===== src/rtl/regfile_wb_arbiter.sv =====
// Writeback arbiter: shares the register-file write port between the ALU and load sources.
// Default build uses fixed MEM priority with an ALU starvation guard; define WB_ROUND_ROBIN_EN for strict alternation.
module regfile_wb_arbiter #(
  parameter int STARVE_LIMIT = 4,
  parameter int CNT_W        = 4
) (
  input  logic              clk,
  input  logic              rst,
  input  logic              wb_stall,
  input  logic              alu_valid,
  output logic              alu_ready,
  input  logic [4:0]        alu_addr,
  input  logic [31:0]       alu_data,
  input  logic              mem_valid,
  output logic              mem_ready,
  input  logic [4:0]        mem_addr,
  input  logic [31:0]       mem_data,
  output logic [4:0]        D_addr,
  output logic              load_enable,
  output logic [31:0]       D_data,
  output logic [CNT_W-1:0]  starve_cnt
);

  localparam int ADDR_W = 5;
  localparam int DATA_W = 32;

  logic              grant_alu;
  logic              grant_mem;
  logic              grant_any;
  logic [ADDR_W-1:0] win_addr;
  logic [DATA_W-1:0] win_data;

  logic [ADDR_W-1:0] addr_q, addr_d;
  logic [DATA_W-1:0] data_q, data_d;
  logic              we_q, we_d;

`ifdef WB_ROUND_ROBIN_EN
  // ptr_q: 0 prefers MEM, 1 prefers ALU; the winner always yields preference next time.
  localparam logic PREF_MEM = 1'b0;
  localparam logic PREF_ALU = 1'b1;

  logic ptr_q, ptr_d;

  always_comb begin
    grant_mem = !wb_stall && mem_valid && (!alu_valid || (ptr_q == PREF_MEM));
    grant_alu = !wb_stall && alu_valid && (!mem_valid || (ptr_q == PREF_ALU));
  end

  always_comb begin
    ptr_d = ptr_q;
    if (grant_mem) begin
      ptr_d = PREF_ALU;
    end else if (grant_alu) begin
      ptr_d = PREF_MEM;
    end
  end

  always_ff @(posedge clk or posedge rst) begin
    if (rst) begin
      ptr_q <= PREF_MEM;
    end else begin
      ptr_q <= ptr_d;
    end
  end

  assign starve_cnt = '0;
`else
  localparam logic [CNT_W-1:0] LIMIT = CNT_W'(STARVE_LIMIT);

  logic [CNT_W-1:0] cnt_q, cnt_d;
  logic             force_alu;

  function automatic logic [CNT_W-1:0] sat_inc(input logic [CNT_W-1:0] v);
    if (v >= LIMIT) begin
      return LIMIT;
    end
    return v + 1'b1;
  endfunction

  // A saturated counter hands the port to the ALU even against a pending load.
  assign force_alu = (cnt_q == LIMIT);

  always_comb begin
    grant_mem = !wb_stall && mem_valid && !(force_alu && alu_valid);
    grant_alu = !wb_stall && alu_valid && (!mem_valid || force_alu);
  end

  always_comb begin
    cnt_d = cnt_q;
    if (!wb_stall) begin
      if (!alu_valid || grant_alu) begin
        cnt_d = '0;
      end else begin
        cnt_d = sat_inc(cnt_q);
      end
    end
  end

  always_ff @(posedge clk or posedge rst) begin
    if (rst) begin
      cnt_q <= '0;
    end else begin
      cnt_q <= cnt_d;
    end
  end

  assign starve_cnt = cnt_q;
`endif

  assign alu_ready = grant_alu;
  assign mem_ready = grant_mem;
  assign grant_any = grant_alu || grant_mem;

  always_comb begin
    win_addr = mem_addr;
    win_data = mem_data;
    if (grant_alu) begin
      win_addr = alu_addr;
      win_data = alu_data;
    end
  end

  // Output stage: x0 writes are accepted but never raise the enable.
  always_comb begin
    addr_d = addr_q;
    data_d = data_q;
    we_d   = 1'b0;
    if (grant_any) begin
      addr_d = win_addr;
      data_d = win_data;
      we_d   = (win_addr != '0);
    end
  end

  always_ff @(posedge clk or posedge rst) begin
    if (rst) begin
      addr_q <= '0;
      data_q <= '0;
      we_q   <= 1'b0;
    end else begin
      addr_q <= addr_d;
      data_q <= data_d;
      we_q   <= we_d;
    end
  end

  assign D_addr      = addr_q;
  assign D_data      = data_q;
  assign load_enable = we_q;

endmodule


===== config.mk =====
export PLATFORM = sky130hd
export DESIGN_NAME = regfile_wb_arbiter
export DESIGN_NICKNAME = d
export VERILOG_FILES = /design/src/rtl/regfile_wb_arbiter.sv
export SDC_FILE = /design/constraint.sdc
export NUM_CORES = 1
export LEC_CHECK = 0
export ABC_CLOCK_PERIOD_IN_PS = 2100
export BUFFER_PORTS_ARGS = -buffer_cell sky130_fd_sc_hd__buf_2
export CORE_MARGIN = 2
export CORE_UTILIZATION = 43
export CTS_CLUSTER_SIZE = 14
export DETAILED_ROUTE_END_ITERATION = 10
export HOLD_SLACK_MARGIN = 0.12
export PLACE_DENSITY = 0.8
export SYNTH_ARGS = -nofsm -noshare
export SYNTH_HDL_FRONTEND = slang
export SYNTH_SLANG_ARGS = --single-unit

===== constraint.sdc =====
create_clock -name clk -period 2.1 [get_ports clk]
set_input_delay 0 -clock clk [delete_from_list [all_inputs] [get_ports clk]]
set_output_delay 0 -clock clk [all_outputs]
set_load 0.02 [all_outputs]

==> results of run 1 <==
[stage by stage]
stage	cell area, sq um	cells	hold slack, ps	power (uW)	utilization, %
after global placement	2670	327	-84.8	1530	60.0
after floorplan	2030	160	129	1310	-
after global routing	3530	412	149	2320	79.5
after detailed placement	2670	327	-75.1	1540	60.0
after CTS	3530	412	125	2200	79.5
final	3540	413	139	2220	79.6
[critical path, delay by kind of cell (launching register included)]
kind | cells | cell delay, ps
and+or+nand+nor | 1 | 170
adders and majority gates | 1 | 230
AOI/OAI and AO/OA | 1 | 110
DFF | 1 | 400
buffers and inverters | 4 | 670
[flip-flops by register name, indices dropped and copies added (netlist names)]
signal       flops
D_addr           5
D_data          32
load_enable      1
starve_cnt       4
[per-layer routing]
layer	GRT usage, %	share of wire (%)	vias up
met3	7.60	9.1	28
met2	52.5	51	158
li1	-	-	1013
met5	0	0	-
met4	13.0	3.4	0
met1	32.7	37	1103
[final cells by class]
| class | instances | share of cell area, % |
|---|---|---|
| timing repair buffer | 204 | 40.5 |
| antenna | 1 | 0.0708 |
| tap | 52 | 1.84 |
| clock inverter | 2 | 0.354 |
| clock buffer | 6 | 2.34 |
| multi-input combinational | 97 | 24.2 |
| inverter | 9 | 0.955 |
| sequential | 42 | 29.7 |
[worst paths after layout]
path | cells after the start | slack [ps] | end | startpoint
max in group asynchronous | 4 | 1190 | D_addr[2] | rst
worst max register to register | 6 | 290 | D_data[11] | starve_cnt[0]
min in group asynchronous | 3 | 170 | D_data[16] | rst
worst min-delay path | 3 | 140 | starve_cnt[2] | mem_valid
worst min register to register | 2 | 500 | D_addr[0] | D_addr[0]
worst max-delay path | 7 | 210 | mem_ready | starve_cnt[0]
[synth_stat cells, drive strengths merged (2+ instances only)]
| library cell | count | area share [%] |
|---|---|---|
| inv | 9 | 1.7 |
| nand2b | 34 | 10 |
| o221a | 32 | 18 |
| a21o | 2 | 0.74 |
| o2111a | 4 | 2.2 |
| ha | 2 | 1.2 |
| or4 | 2 | 0.74 |
| nand3b | 2 | 1.4 |
| a221o | 4 | 2.0 |
| dfrtp | 42 | 52 |
| buf | 11 | 4.0 |
[power groups by stage]
stage | logic (uW) | clock network (uW) | registers [uW]
2_1_floorplan | 214 | 0 | 1090
3_3_place_gp | 560 | 0 | 968
3_5_place_dp | 569 | 0 | 968
4_1_cts | 681 | 566 | 954
5_1_grt | 749 | 599 | 974
6_report | 706 | 548 | 964
[layout by cell type, fill, tap and decap left out]
cell	instances
buf_2	122
dlygate4sd3_1	77
dfrtp_1	42
nand2b_1	34
o221a_1	28
inv_1	9
clkbuf_8	6
o2111a_1	4
a221o_1	4
o221a_2	4
buf_4	4
a21o_1	2
or4_1	2
ha_1	2
diode_2	1
nand3b_4	1
and3b_1	1
o21bai_2	1
o2111ai_1	1
nand2_1	1
o211ai_1	1
nor2_1	1
a2111oi_2	1
a211oi_1	1
nand3b_1	1
nor3_1	1
mux2_2	1
a22o_1	1
o21ai_0	1
a21oi_1	1
o2bb2ai_1	1
and2_1	1
clkinvlp_4	1
clkinv_2	1
buf_12	1
[logic make-up (layout without fill, tap and decap cells)]
group | count (synthesis) | count (layout) | synth area share (%)
AND/OR/NAND/NOR | 43 | 43 | 14.0
multiplexers | 1 | 1 | 0.556
flip-flops | 42 | 42 | 51.9
AO/OA/AOI/OAI | 51 | 51 | 26.5
adder cells (fa/ha/maj) | 2 | 2 | 1.23
other | 0 | 1 | 0
buffers and inverters | 21 | 221 | 5.86
==> flow_summary.yaml, run 1 <==
clock_network:
  clkSinkCount: 42
  cts.clk_slew.worst_paths_ps: 80
  htreeDepth: 2
  cts_tree: "done"
  cts_hold_buffers: 77
  cts_buffers: 5
  cts-root-buf: "clkbuf_8"
  clock_latency_ps: 300
  ctsResizeCount: 0
  cts_setup_buffers: 0
  cts_buffer_depth: 2
global_routing:
  grt_max_degree: 38
  grt_antenna_before_repair: 0
  grt.total_usage_pct: 29.4
  grt_pass1_vias: 2380
  gr-total-overflow: 0
  grt_pass1_wl_um: 11600
yosys:
  synth_cell_types: 32
  netlist_area_sq_um: 2030
  async_reset_ff_share_pct: 100
  ys_seq_elements: 42
  seq_area_frac_synth_pct: 51.9
  synth_top_flop_cell: "dfrtp_1"
  syn_inst: 160
  synth.avg_cell_area_sq_um: 12.7
  synth_fp_nets: 241
  synth_edf_count: 0
  ys_warn_count: 0
status:
  run_status: "finished, final reports clean"
die:
  start_util_pct: 45.6
  fp.dieW_um: 72.7
  io_pins: 123
  num_rows: 24
  die-area_sq_um: 5280
  die_y_um: 72.7
  core_sq_um: 4440
pwr:
  combPwrFrac_pct: 31.8
  clkPwrFrac_pct: 24.7
  p_leak_uw: 0.00165
  internal-power_uw: 1520
  p_sw_share_pct: 31.4
  peakVddDrop_v: 0.000393
  seq_power_share_pct: 43.5
  p_sw_uw: 697
  powerDensity_nw_per_um2: 627
place:
  gp_congestion: 0.815
  place_ws_ps: 340
  io_buffers: 122
  hpwl_um: 3980
routing:
  drc: 0
  first_iter_violations: 157
  routed_wl_um: 7740
  dr.pass1.iters: 5
  ant_nets: 0
  via_per_inst: 5.57
  wl_per_cell_um: 18.7
  vias: 2302
critical_path:
  slowest_delay_ps: 400
  cp-start-kind: "register"
  crit_top_cell: "inv_1"
  cp_max_fo: 33
  endpoint_kind: "output pin"
  critPathArrivalTime_ps: 1890
  crit_path_top_delay_cell: "dfrtp_1"
  cp_cell_sequence: "inv_1 -> ha_1 -> and3b_1 -> a21o_1 -> buf_4 -> inv_1 -> buf_2"
  worstSetupPathType: "reg2out"
  worst-endpoint-required_ps: 2100
timing:
  max-slew-margin-rel_pct: 68.7
  min_period_ps: 1890
  tns_ps: 0
  min_period_over_period_pct: 89.8
  maxSlewViolCount: 0
  worst_slack_ps: 214
  skew_ps: 7.03
  hold_viol: 0
  max_freq_mhz: 530
  rsz0062_at_grt: "false"
  finalSetupViolCount: 0
  worst_slew_pin_slew_ps: 470
layout:
  multiInputGateArea_sq_um: 857
  syn_to_final_growth_pct: 74.4
  nets: 440
  layout-drive-gt1-share_pct: 39.7
  nFillCells: 255
  ff_latch_area_sq_um: 1050
hold_path:
  hp-class: "in2reg"
job:
  drv_cap: 0
(Power assumes the default switching activity.)
==> inputs of run 2 (changes only) <==
- CORE_UTILIZATION: 43 -> 44
- CTS_BUF_LIST: unset -> sky130_fd_sc_hd__clkbuf_2 sky130_fd_sc_hd__clkbuf_4 sky130_fd_sc_hd__clkbuf_8
- PLACE_DENSITY: 0.8 -> 0.81
==> run 2 against run 1 <==
Effect of this change:
- first-iteration DRC count shrank 16%
- design area grew 0.81%
- die area is 2.1% lower
- count of clock-buffer cells in the layout is the same
- setup slack got worse by 110 ps
- via count down 1.3%
- largest power group unchanged
- highest routed layer unchanged
- clock power is 20% higher
- total power up 4.5%
- global-route usage grew 1.3 points
==> flow_summary.yaml, run 2 (synthesis gave the netlist of run 1 again) <==
layout:
  layout_commonest_cell: "buf_2"
  largest_reg_flops: 32
  ff_latch_area_sq_um: 1050
  n_antenna_cell: 0
  final_util_pct: 81.3
  final_cell_mix: "buf_2, dlygate4sd3_1, dfrtp_1"
  nFillCells: 258
  nets: 443
  layout-drive-gt1-share_pct: 39.9
  fin_area_sq_um: 3560
  multiInputGateArea_sq_um: 857
  syn_to_final_growth_pct: 75.9
pwr:
  p_leak_uw: 0.00166
  power_uw: 2320
  p_sw_share_pct: 29.9
  powerDensity_nw_per_um2: 650
  clkPwrFrac_pct: 28.4
  internal-power_uw: 1620
  seq_power_share_pct: 41.5
  peakVddDrop_v: 0.000372
  combPwrFrac_pct: 30.1
  p_sw_uw: 692
timing:
  tns_ps: 0
  max_freq_mhz: 502
  min_period_ps: 1990
  max-slew-margin-rel_pct: 64.8
  hold_viol: 0
  min_period_over_period_pct: 95.0
  maxSlewViolCount: 0
  skew_ps: 7.91
  finalSetupViolCount: 0
  worst_slew_pin_slew_ps: 528
  rsz0062_at_grt: "false"
global_routing:
  grt_pass1_wl_um: 12000
  grt_pass1_vias: 2448
  grt.total_usage_pct: 30.7
  grt_max_degree: 43
  gr-total-overflow: 0
  grt_antenna_before_repair: 0
critical_path:
  worst-endpoint-required_ps: 2100
  worstSetupPathType: "reg2out"
  reg2reg_from: "starve_cnt[0]"
  cp-start-kind: "register"
  endpoint_kind: "output pin"
  critPathArrivalTime_ps: 1990
  cp_max_fo: 21
  startpoint: "starve_cnt[0]"
clock_network:
  ctsResizeCount: 0
  cts.clk_slew.worst_paths_ps: 80
  clock_latency_ps: 300
  htreeDepth: 2
  cts_buffers: 5
  clkSinkCount: 42
  cts_tree: "done"
  cts_buffer_depth: 2
  cts-root-buf: "clkbuf_8"
die:
  io_pins: 123
  num_rows: 24
  core_sq_um: 4380
  die-area_sq_um: 5170
  fp.dieW_um: 71.9
  start_util_pct: 46.2
  die_y_um: 71.9
routing:
  dr.pass1.iters: 4
  via_per_inst: 5.47
  wl_per_cell_um: 18.2
  drc: 0
  ant_nets: 0
  first_iter_violations: 132
  vias: 2272
  routed_wl_um: 7540
place:
  gp_congestion: 0.868
  hpwl_um: 3990
  io_buffers: 122
  dpl_cell_area_sq_um: 2670
job:
  drv_cap: 0
status:
  run_status: "finished, final reports clean"
hold_path:
  min-delay-start: "mem_valid"
  hp-class: "in2reg"
## run 2: changes by cell type in the layout (fill, tap and decap cells not counted), sizes merged
cell / previous run / this run
inv: 9 / 8
buf: 127 / 129
dlygate4sd3: 77 / 78
bufinv: 0 / 1
diode: 1 / 0
## run 2: cell type report
type	instances	share of cell area, %
Clock buffer	6	2.14
Clock inverter	2	1.05
Inverter	9	0.948
Multi-Input combinational cell	97	24.0
Sequential cell	42	29.5
Tap cell	52	1.83
Timing Repair Buffer	207	40.5
## run 2: power by group through the flow
stage / clock, uW / sequential (uW) / combinational, uW
detailed placement: 0 / 969 / 572
CTS: 662 / 957 / 682
floorplan: 0 / 1090 / 214
global route: 705 / 974 / 744
finish: 657 / 961 / 697
global placement: 0 / 968 / 561
## run 2: through the flow
step,hold WS [ps],setup WS [ps],std cells
after CTS,153,166,415
after global routing,214,39.2,415
after floorplan,129,390,160
after detailed placement,152,321,329
after global placement,149,398,329
final,216,106,415
## run 2: routing by layer
layer | wire [um] | GRT usage [%] | vias to the layer above | part of all wire, %
met5 | 0 | 0 | - | 0
met4 | 344 | 15.7 | 0 | 4.6
met3 | 472 | 5.91 | 32 | 6.3
met2 | 3950 | 55.2 | 129 | 52
met1 | 2770 | 34.3 | 1090 | 37
li1 | - | - | 1021 | -
## run 2: path summary, 6_finish.rpt
path	slack (ps)	endpoint	depth (start not counted)
worst min-delay path	220	D_addr[0]	3
worst max-delay path	110	alu_ready	7
max in group asynchronous	1360	D_data[27]	4
worst min register to register	520	D_addr[0]	2
min in group asynchronous	380	D_data[10]	4
worst max register to register	240	D_addr[4]	7
## run 2: worst max-delay path, stage by stage, from the launching register on
cell      delay, ps
dfrtp_1         410
inv_1            90
ha_1            250
nand3b_4        150
a21o_1          230
buf_4           210
inv_1           160
buf_2           200
## run 2: timing repair
item	CTS	global route
hold endpoints to repair	84	0
setup buffers	0	0
hold buffers	78	0
setup endpoints to repair	0	0
